===== src/rtl/join_recv_pack_xc.sv =====
// Multi-channel four-phase link receiver with word packing, frame-length
// driven tlast, idle-timeout flush of partial beats and a per-channel
// first-word-fall-through FIFO feeding an AXI-Stream master.
//
// Handshake FSM (one per channel):
//   state      | meaning
//   S_IDLE     | waiting for synchronized request and room in the packer
//   S_CAPTURE  | din is stable; latch it into the current packer slot
//   S_WAIT_LOW | acknowledge held high until request returns low
module join_recv_pack_xc #(
    parameter int CHANNEL    = 4,
    parameter int DIN_WIDTH  = 32,
    parameter int PACK       = 2,
    parameter int FIFO_DEPTH = 16,
    parameter int TIMEOUT    = 1024
) (
    input  logic                                  m_axis_aclk,
    input  logic                                  m_axis_areset,
    input  logic [CHANNEL-1:0]                    request,
    input  logic [CHANNEL*DIN_WIDTH-1:0]          din,
    output logic [CHANNEL-1:0]                    acknowledge,
    input  logic [CHANNEL*16-1:0]                 frame_len,
    input  logic [CHANNEL-1:0]                    m_axis_tready,
    output logic [CHANNEL*PACK*DIN_WIDTH-1:0]     m_axis_tdata,
    output logic [CHANNEL*PACK*DIN_WIDTH/8-1:0]   m_axis_tkeep,
    output logic [CHANNEL-1:0]                    m_axis_tlast,
    output logic [CHANNEL-1:0]                    m_axis_tvalid,
    output logic [CHANNEL*16-1:0]                 frame_cnt
);

    localparam int BEAT  = PACK * DIN_WIDTH;
    localparam int KEEP  = BEAT / 8;
    localparam int WKEEP = DIN_WIDTH / 8;
    localparam int IDXW  = (PACK > 1) ? $clog2(PACK) : 1;
    localparam int AW    = $clog2(FIFO_DEPTH);
    localparam int EW    = 1 + KEEP + BEAT;
    localparam int TW    = (TIMEOUT > 1) ? $clog2(TIMEOUT) : 1;

    localparam logic [TW-1:0]   TO_LOAD  = TW'((TIMEOUT > 0) ? TIMEOUT - 1 : 0);
    localparam logic [IDXW-1:0] IDX_LAST = IDXW'(PACK - 1);
    localparam logic [AW:0]     FULL_C   = (AW + 1)'(FIFO_DEPTH);

    typedef enum logic [1:0] {
        S_IDLE     = 2'd0,
        S_CAPTURE  = 2'd1,
        S_WAIT_LOW = 2'd2
    } state_t;

    for (genvar c = 0; c < CHANNEL; c++) begin : g_ch
        logic [DIN_WIDTH-1:0] din_c;
        logic [15:0]          len_in;

        logic                 req_meta_q;
        logic                 req_s_q;
        state_t               state_q;
        logic                 ack_q;
        logic [BEAT-1:0]      pack_q;
        logic [IDXW-1:0]      idx_q;
        logic                 pend_q;
        logic [TW-1:0]        idle_q;

        logic [15:0]          beat_cnt_q;
        logic [15:0]          len_q;
        logic [15:0]          frame_cnt_q;

        logic [EW-1:0]        mem_q [FIFO_DEPTH];
        logic [AW-1:0]        wr_ptr_q;
        logic [AW-1:0]        rd_ptr_q;
        logic [AW:0]          count_q;
        logic [AW:0]          count_d;

        logic                 fifo_full;
        logic                 fifo_empty;
        logic                 push;
        logic                 pop;
        logic                 accept;
        logic                 flush_req;
        logic                 len_hit;
        logic                 wr_last;
        logic [15:0]          eff_len;
        logic [KEEP-1:0]      part_keep;
        logic [KEEP-1:0]      wr_keep;
        logic [EW-1:0]        wr_entry;
        logic [EW-1:0]        rd_entry;

        assign din_c  = din[c*DIN_WIDTH +: DIN_WIDTH];
        assign len_in = frame_len[c*16 +: 16];

        // Two-flop synchronizer for the asynchronous request line
        always_ff @(posedge m_axis_aclk) begin
            if (m_axis_areset) begin
                req_meta_q <= 1'b0;
                req_s_q    <= 1'b0;
            end else begin
                req_meta_q <= request[c];
                req_s_q    <= req_meta_q;
            end
        end

        // Byte enables of a partial beat: only slots below idx hold words
        always_comb begin
            part_keep = '0;
            for (int k = 0; k < PACK; k++) begin
                if (k < int'(idx_q)) begin
                    part_keep[k*WKEEP +: WKEEP] = '1;
                end
            end
        end

        // FIFO write/read decisions and the entry written on a push
        always_comb begin
            fifo_full  = (count_q == FULL_C);
            fifo_empty = (count_q == '0);
            pop        = !fifo_empty && m_axis_tready[c];
            // CAPTURE reloads the idle timer, so it always wins over a flush
            flush_req  = (TIMEOUT != 0) && (idx_q != '0) && (idle_q == '0)
                         && (state_q != S_CAPTURE);
            push       = (pend_q || flush_req) && (!fifo_full || pop);
            accept     = !pend_q || !fifo_full;
            // frame_len is taken fresh on the first beat of every frame
            eff_len    = (beat_cnt_q == '0) ? len_in : len_q;
            len_hit    = (eff_len != '0) && (beat_cnt_q == eff_len - 16'd1);
            wr_last    = flush_req || len_hit;
            wr_keep    = pend_q ? {KEEP{1'b1}} : part_keep;
            wr_entry   = {wr_last, wr_keep, pack_q};
            count_d    = count_q;
            if (push && !pop) begin
                count_d = count_q + 1'b1;
            end else if (!push && pop) begin
                count_d = count_q - 1'b1;
            end
        end

        // Handshake FSM together with the packer and idle timer it owns
        always_ff @(posedge m_axis_aclk) begin
            if (m_axis_areset) begin
                state_q <= S_IDLE;
                ack_q   <= 1'b0;
                pack_q  <= '0;
                idx_q   <= '0;
                pend_q  <= 1'b0;
                idle_q  <= '0;
            end else begin
                if (push && pend_q) begin
                    pend_q <= 1'b0;
                end
                if (push && flush_req) begin
                    idx_q <= '0;
                end
                if (state_q != S_CAPTURE && idx_q != '0 && idle_q != '0) begin
                    idle_q <= idle_q - TW'(1);
                end
                case (state_q)
                    S_IDLE: begin
                        if (req_s_q && accept) begin
                            state_q <= S_CAPTURE;
                        end
                    end
                    S_CAPTURE: begin
                        // A new beat starts clean so a later flush sees zeros
                        if (idx_q == '0) begin
                            pack_q <= BEAT'(din_c);
                        end else begin
                            pack_q[idx_q*DIN_WIDTH +: DIN_WIDTH] <= din_c;
                        end
                        if (idx_q == IDX_LAST) begin
                            idx_q  <= '0;
                            pend_q <= 1'b1;
                        end else begin
                            idx_q <= idx_q + IDXW'(1);
                        end
                        idle_q  <= TO_LOAD;
                        ack_q   <= 1'b1;
                        state_q <= S_WAIT_LOW;
                    end
                    S_WAIT_LOW: begin
                        if (!req_s_q) begin
                            ack_q   <= 1'b0;
                            state_q <= S_IDLE;
                        end
                    end
                    default: begin
                        ack_q   <= 1'b0;
                        state_q <= S_IDLE;
                    end
                endcase
            end
        end

        // FIFO pointers plus frame bookkeeping on every beat written
        always_ff @(posedge m_axis_aclk) begin
            if (m_axis_areset) begin
                wr_ptr_q    <= '0;
                rd_ptr_q    <= '0;
                count_q     <= '0;
                beat_cnt_q  <= '0;
                len_q       <= '0;
                frame_cnt_q <= '0;
            end else begin
                count_q <= count_d;
                if (pop) begin
                    rd_ptr_q <= rd_ptr_q + AW'(1);
                end
                if (push) begin
                    wr_ptr_q <= wr_ptr_q + AW'(1);
                    if (beat_cnt_q == '0) begin
                        len_q <= len_in;
                    end
                    if (wr_last) begin
                        beat_cnt_q  <= '0;
                        frame_cnt_q <= frame_cnt_q + 16'd1;
                    end else if (eff_len != '0) begin
                        beat_cnt_q <= beat_cnt_q + 16'd1;
                    end
                end
            end
        end

        // Beat storage; contents are don't-care until counted as valid
        always_ff @(posedge m_axis_aclk) begin
            if (push) begin
                mem_q[wr_ptr_q] <= wr_entry;
            end
        end

        assign rd_entry                    = mem_q[rd_ptr_q];
        assign acknowledge[c]              = ack_q;
        assign m_axis_tvalid[c]            = !fifo_empty;
        assign m_axis_tdata[c*BEAT +: BEAT] = fifo_empty ? '0 : rd_entry[BEAT-1:0];
        assign m_axis_tkeep[c*KEEP +: KEEP] = fifo_empty ? '0 : rd_entry[BEAT +: KEEP];
        assign m_axis_tlast[c]             = !fifo_empty && rd_entry[EW-1];
        assign frame_cnt[c*16 +: 16]       = frame_cnt_q;
    end

endmodule


===== config.mk =====
export PLATFORM = sky130hd
export DESIGN_NAME = join_recv_pack_xc
export DESIGN_NICKNAME = d
export VERILOG_FILES = /design/src/rtl/join_recv_pack_xc.sv
export SDC_FILE = /design/constraint.sdc
export NUM_CORES = 2
export LEC_CHECK = 0
export CAP_MARGIN = 20
export CORE_MARGIN = 5
export CORE_UTILIZATION = 45
export DETAILED_ROUTE_END_ITERATION = 8
export HOLD_SLACK_MARGIN = 0.05
export PLACE_DENSITY_LB_ADDON = 0.08
export SYNTH_ARGS = -nofsm -noshare
export SYNTH_HDL_FRONTEND = slang
export SYNTH_MEMORY_MAX_BITS = 65536
export SYNTH_SLANG_ARGS = --single-unit

===== constraint.sdc =====
create_clock -name m_axis_aclk -period 9.9 [get_ports m_axis_aclk]
set_input_delay 1.98 -clock m_axis_aclk [delete_from_list [all_inputs] [get_ports m_axis_aclk]]
set_output_delay 1.98 -clock m_axis_aclk [all_outputs]
set_load 0.01 [all_outputs]

==> summary.txt <==
Worst setup path
  – WP data required: slightly below 8000 ps
  – Worst Setup End Kind: output pin
  – Startpoint Class: register
  – WP data arrival: ~4800 ps
  – Critical Path Fanout Max: between 40 and 50
  – CP Class: register to output pin

Global routing
  – First-pass GRT wire length: a little over 700000 um
  – Antenna violations before repair: 59
  – Vias in the first global route: between 100k and 150k
  – Largest net degree at the start of global routing: 135
  – Grt total ovfl: 0
  – Gr usage total: 0.225

Placement
  – Final HPWL DP: approximately 270000 um
  – Final RePlAce weighted congestion: 0.834
  – Number of I/O port buffers: 565

Clocking
  – CTS tree: yes
  – Clk pin slew, worst setup/hold paths: 60 ps
  – Post-CTS setup buffers: 0
  – Clock Tree Buf Depth: 4
  – CTS Buf Count: roughly 530
  – CTS H-tree lvls: 6
  – CTS-repair resized insts: 0
  – Hold_buf cts: 0
  – Worst skew pair latency: 990 ps
  – Root Buffer: clkbuf_16
  – Sink Count: ~4900

Die
  – Die area: approximately 0.44 mm^2
  – Initial core utilization: 0.452
  – Die X: between 600 and 700 um
  – Rows: 238
  – I/O pin count: 566
  – Die Y: ~660 um
  – Core ar.: 0.421 mm^2

Drt
  – Vias: between 90000 and 100k
  – DR pass1 iterations: 6
  – Vias per Instance: 5.88
  – DR WL/cell: ~30 um
  – Residual DRC count: 0
  – DRT Wirelength: 496000 um
  – Starting DRC count in detailed routing: about 9100
  – Routed Antenna Nets: 0

Logic synthesis
  – Post-synthesis sequential area ratio: 0.738
  – Post-synth ARST share: 0
  – Post-synth top flop: edfxtp_1
  – Mean Syn Cell Area: 19.5 um^2
  – Synth Cell Area: 0.190 mm^2
  – Mapped Cells: 9757
  – #FFs+latches synth: 4872
  – Synth cell types: 93
  – Post-synth EDFFs: 4288
  – Synth warn: 0
  – Syn Nets: 10000

Timing
  – Slew @ Worst Pin: 1230 ps
  – Fmax: 0.147 GHz
  – Setup_tns: 0 ps
  – Clk_skew: 31.2 ps
  – Fin. Hold Viols: 0
  – WHS: 432 ps
  – Setup-failing EPs final: 0
  – Slew headroom: 0.183
  – Unrepaired setup endpoints after global routing: no
  – Min Tclk post-route: just under 7000 ps
  – Final Cycle Share: 0.687
  – Max Slew Vio Count: 0

Cells and area
  – Area delta synth->final: 15.7%
  – Fin util: 0.523
  – Total Nets Final: 10700
  – Layout cells sized above 1: 0.228

Power and ir drop
  – Maximum VDD drop: 0.000228 V
  – Switching share of total power: 0.247
  – Reg power frac: 0.444
  – Power per cell area: 230 mW/mm^2
  – Clock power share: 0.379
  – Int Pwr: 38.2 mW
  – NetSw: around 13 mW
  – Lkg Pwr: 68.4 nW
  – Gate power share: 0.177

Min path
  – Worst Hold Class: register to register

Run
  – MaxCap Viol Count: 0

Run status
  – Outcome: finished, final reports clean
## registers in the layout, summed over array words and instances (netlist names), 8 cells and up, named ones only
name / cells
g_ch.mem_q: 4288
g_ch.pack_q: 256
g_ch.beat_cnt_q: 64
g_ch.frame_cnt_q: 64
g_ch.len_q: 64
g_ch.idle_q: 40
g_ch.count_q: 20
g_ch.rd_ptr_q: 16
g_ch.wr_ptr_q: 16
g_ch.state_q: 8
## stage by stage
step / total power [mW] / cells / worst slack [ps] / instance area (um^2)
after floorplan: 28.3 / 9757 / 1840 / 190000
after global placement: 32.0 / 15600 / 3330 / 203000
after detailed placement: 32.1 / 15600 / 3280 / 203000
after CTS: 51.4 / 16500 / 2870 / 220000
after global routing: 52.7 / 16600 / 2710 / 220000
final: 50.7 / 16600 / 3100 / 220000
## critical path, stage by stage (launching register included)
cell and delay (ps):
dfxtp_4 930, buf_4 840, mux4_2 610, mux4_2 470, and2_1 310, clkdlybuf4s50_1 540
## kinds of logic after synthesis
family,Yosys count,share of synthesized area
flops,4872,0.738
compound gates,672,0.0213
mux,1420,0.163
fa+ha+maj,61,0.00417
xor+xnor,213,0.00981
buf+inv,661,0.0143
simple gates,1858,0.0489
## power groups by stage
stage	Clock (mW)	Sequential (mW)	Combinational, mW
after CTS	19.7	22.5	9.17
final	19.2	22.5	8.98
after floorplan	0	22.7	5.55
after global routing	20.6	22.5	9.56
after global placement	0	22.9	9.09
after detailed placement	0	22.9	9.13
## path summary, 6_finish.rpt
check	startpoint	to	slack [ps]	cells after the start
setup reg to reg	g_ch[3].beat_cnt_q[0]	g_ch[3].beat_cnt_q[13]	3690	15
hold / removal	g_ch[0].req_meta_q	g_ch[0].req_s_q	430	1
hold reg to reg	g_ch[0].req_meta_q	g_ch[0].req_s_q	430	1
setup / recovery	register	m_axis_tdata[216]	3100	5
## cell usage in the layout, fill, tap and decap left out, types with 164 or more instances in the layout
cell type        netlist  final
edfxtp_1            4288   4288
nand3_1              203    203
nor2_1               318    266
clkdlybuf4s50_1        0    564
a21oi_1              428    428
buf_4                 36    196
clkbuf_1             396    164
nand2_1              601    601
and2_1               278    278
clkbuf_16              0    547
dfxtp_1              584    565
mux4_2              1340   1340
## final cells by class
class | count | area [um^2]
fill | 33300 | 201000
multi-input combinational | 4224 | 47600
antenna | 35 | 87.6
inverter | 73 | 274
timing repair buffer | 779 | 7520
sequential | 4872 | 141000
tap | 5640 | 7060
clock inverter | 201 | 2020
clock buffer | 761 | 15000
## routing by layer
metal	track usage	vias to the layer above	wire [um]
li1	-	41000	-
met1	0.315	52800	208000
met2	0.368	3049	244000
met3	0.0340	732	30600
met4	0.0635	12	13800
met5	0	-	76
## synthesized netlist by cell type, drive strengths merged (30+ instances only)
cell type | instances | area [um^2]
ha | 57 | 713
inv | 73 | 274
nand2b | 42 | 263
edfxtp | 4288 | 129000
a211oi | 38 | 295
buf | 191 | 961
nor2 | 320 | 1210
and3 | 30 | 188
nand2 | 601 | 2260
mux2i | 66 | 661
nand4 | 44 | 297
nand3 | 204 | 1030
or3 | 46 | 288
nor3 | 101 | 510
o21ai | 59 | 299
a21oi | 429 | 2150
xor2 | 82 | 718
and2 | 278 | 1740
clkbuf | 397 | 1490
mux4 | 1340 | 30200
nor4 | 59 | 483
xnor2 | 131 | 1150
dfxtp | 584 | 11700
Note: power is estimated with default switching activity, not from simulation.
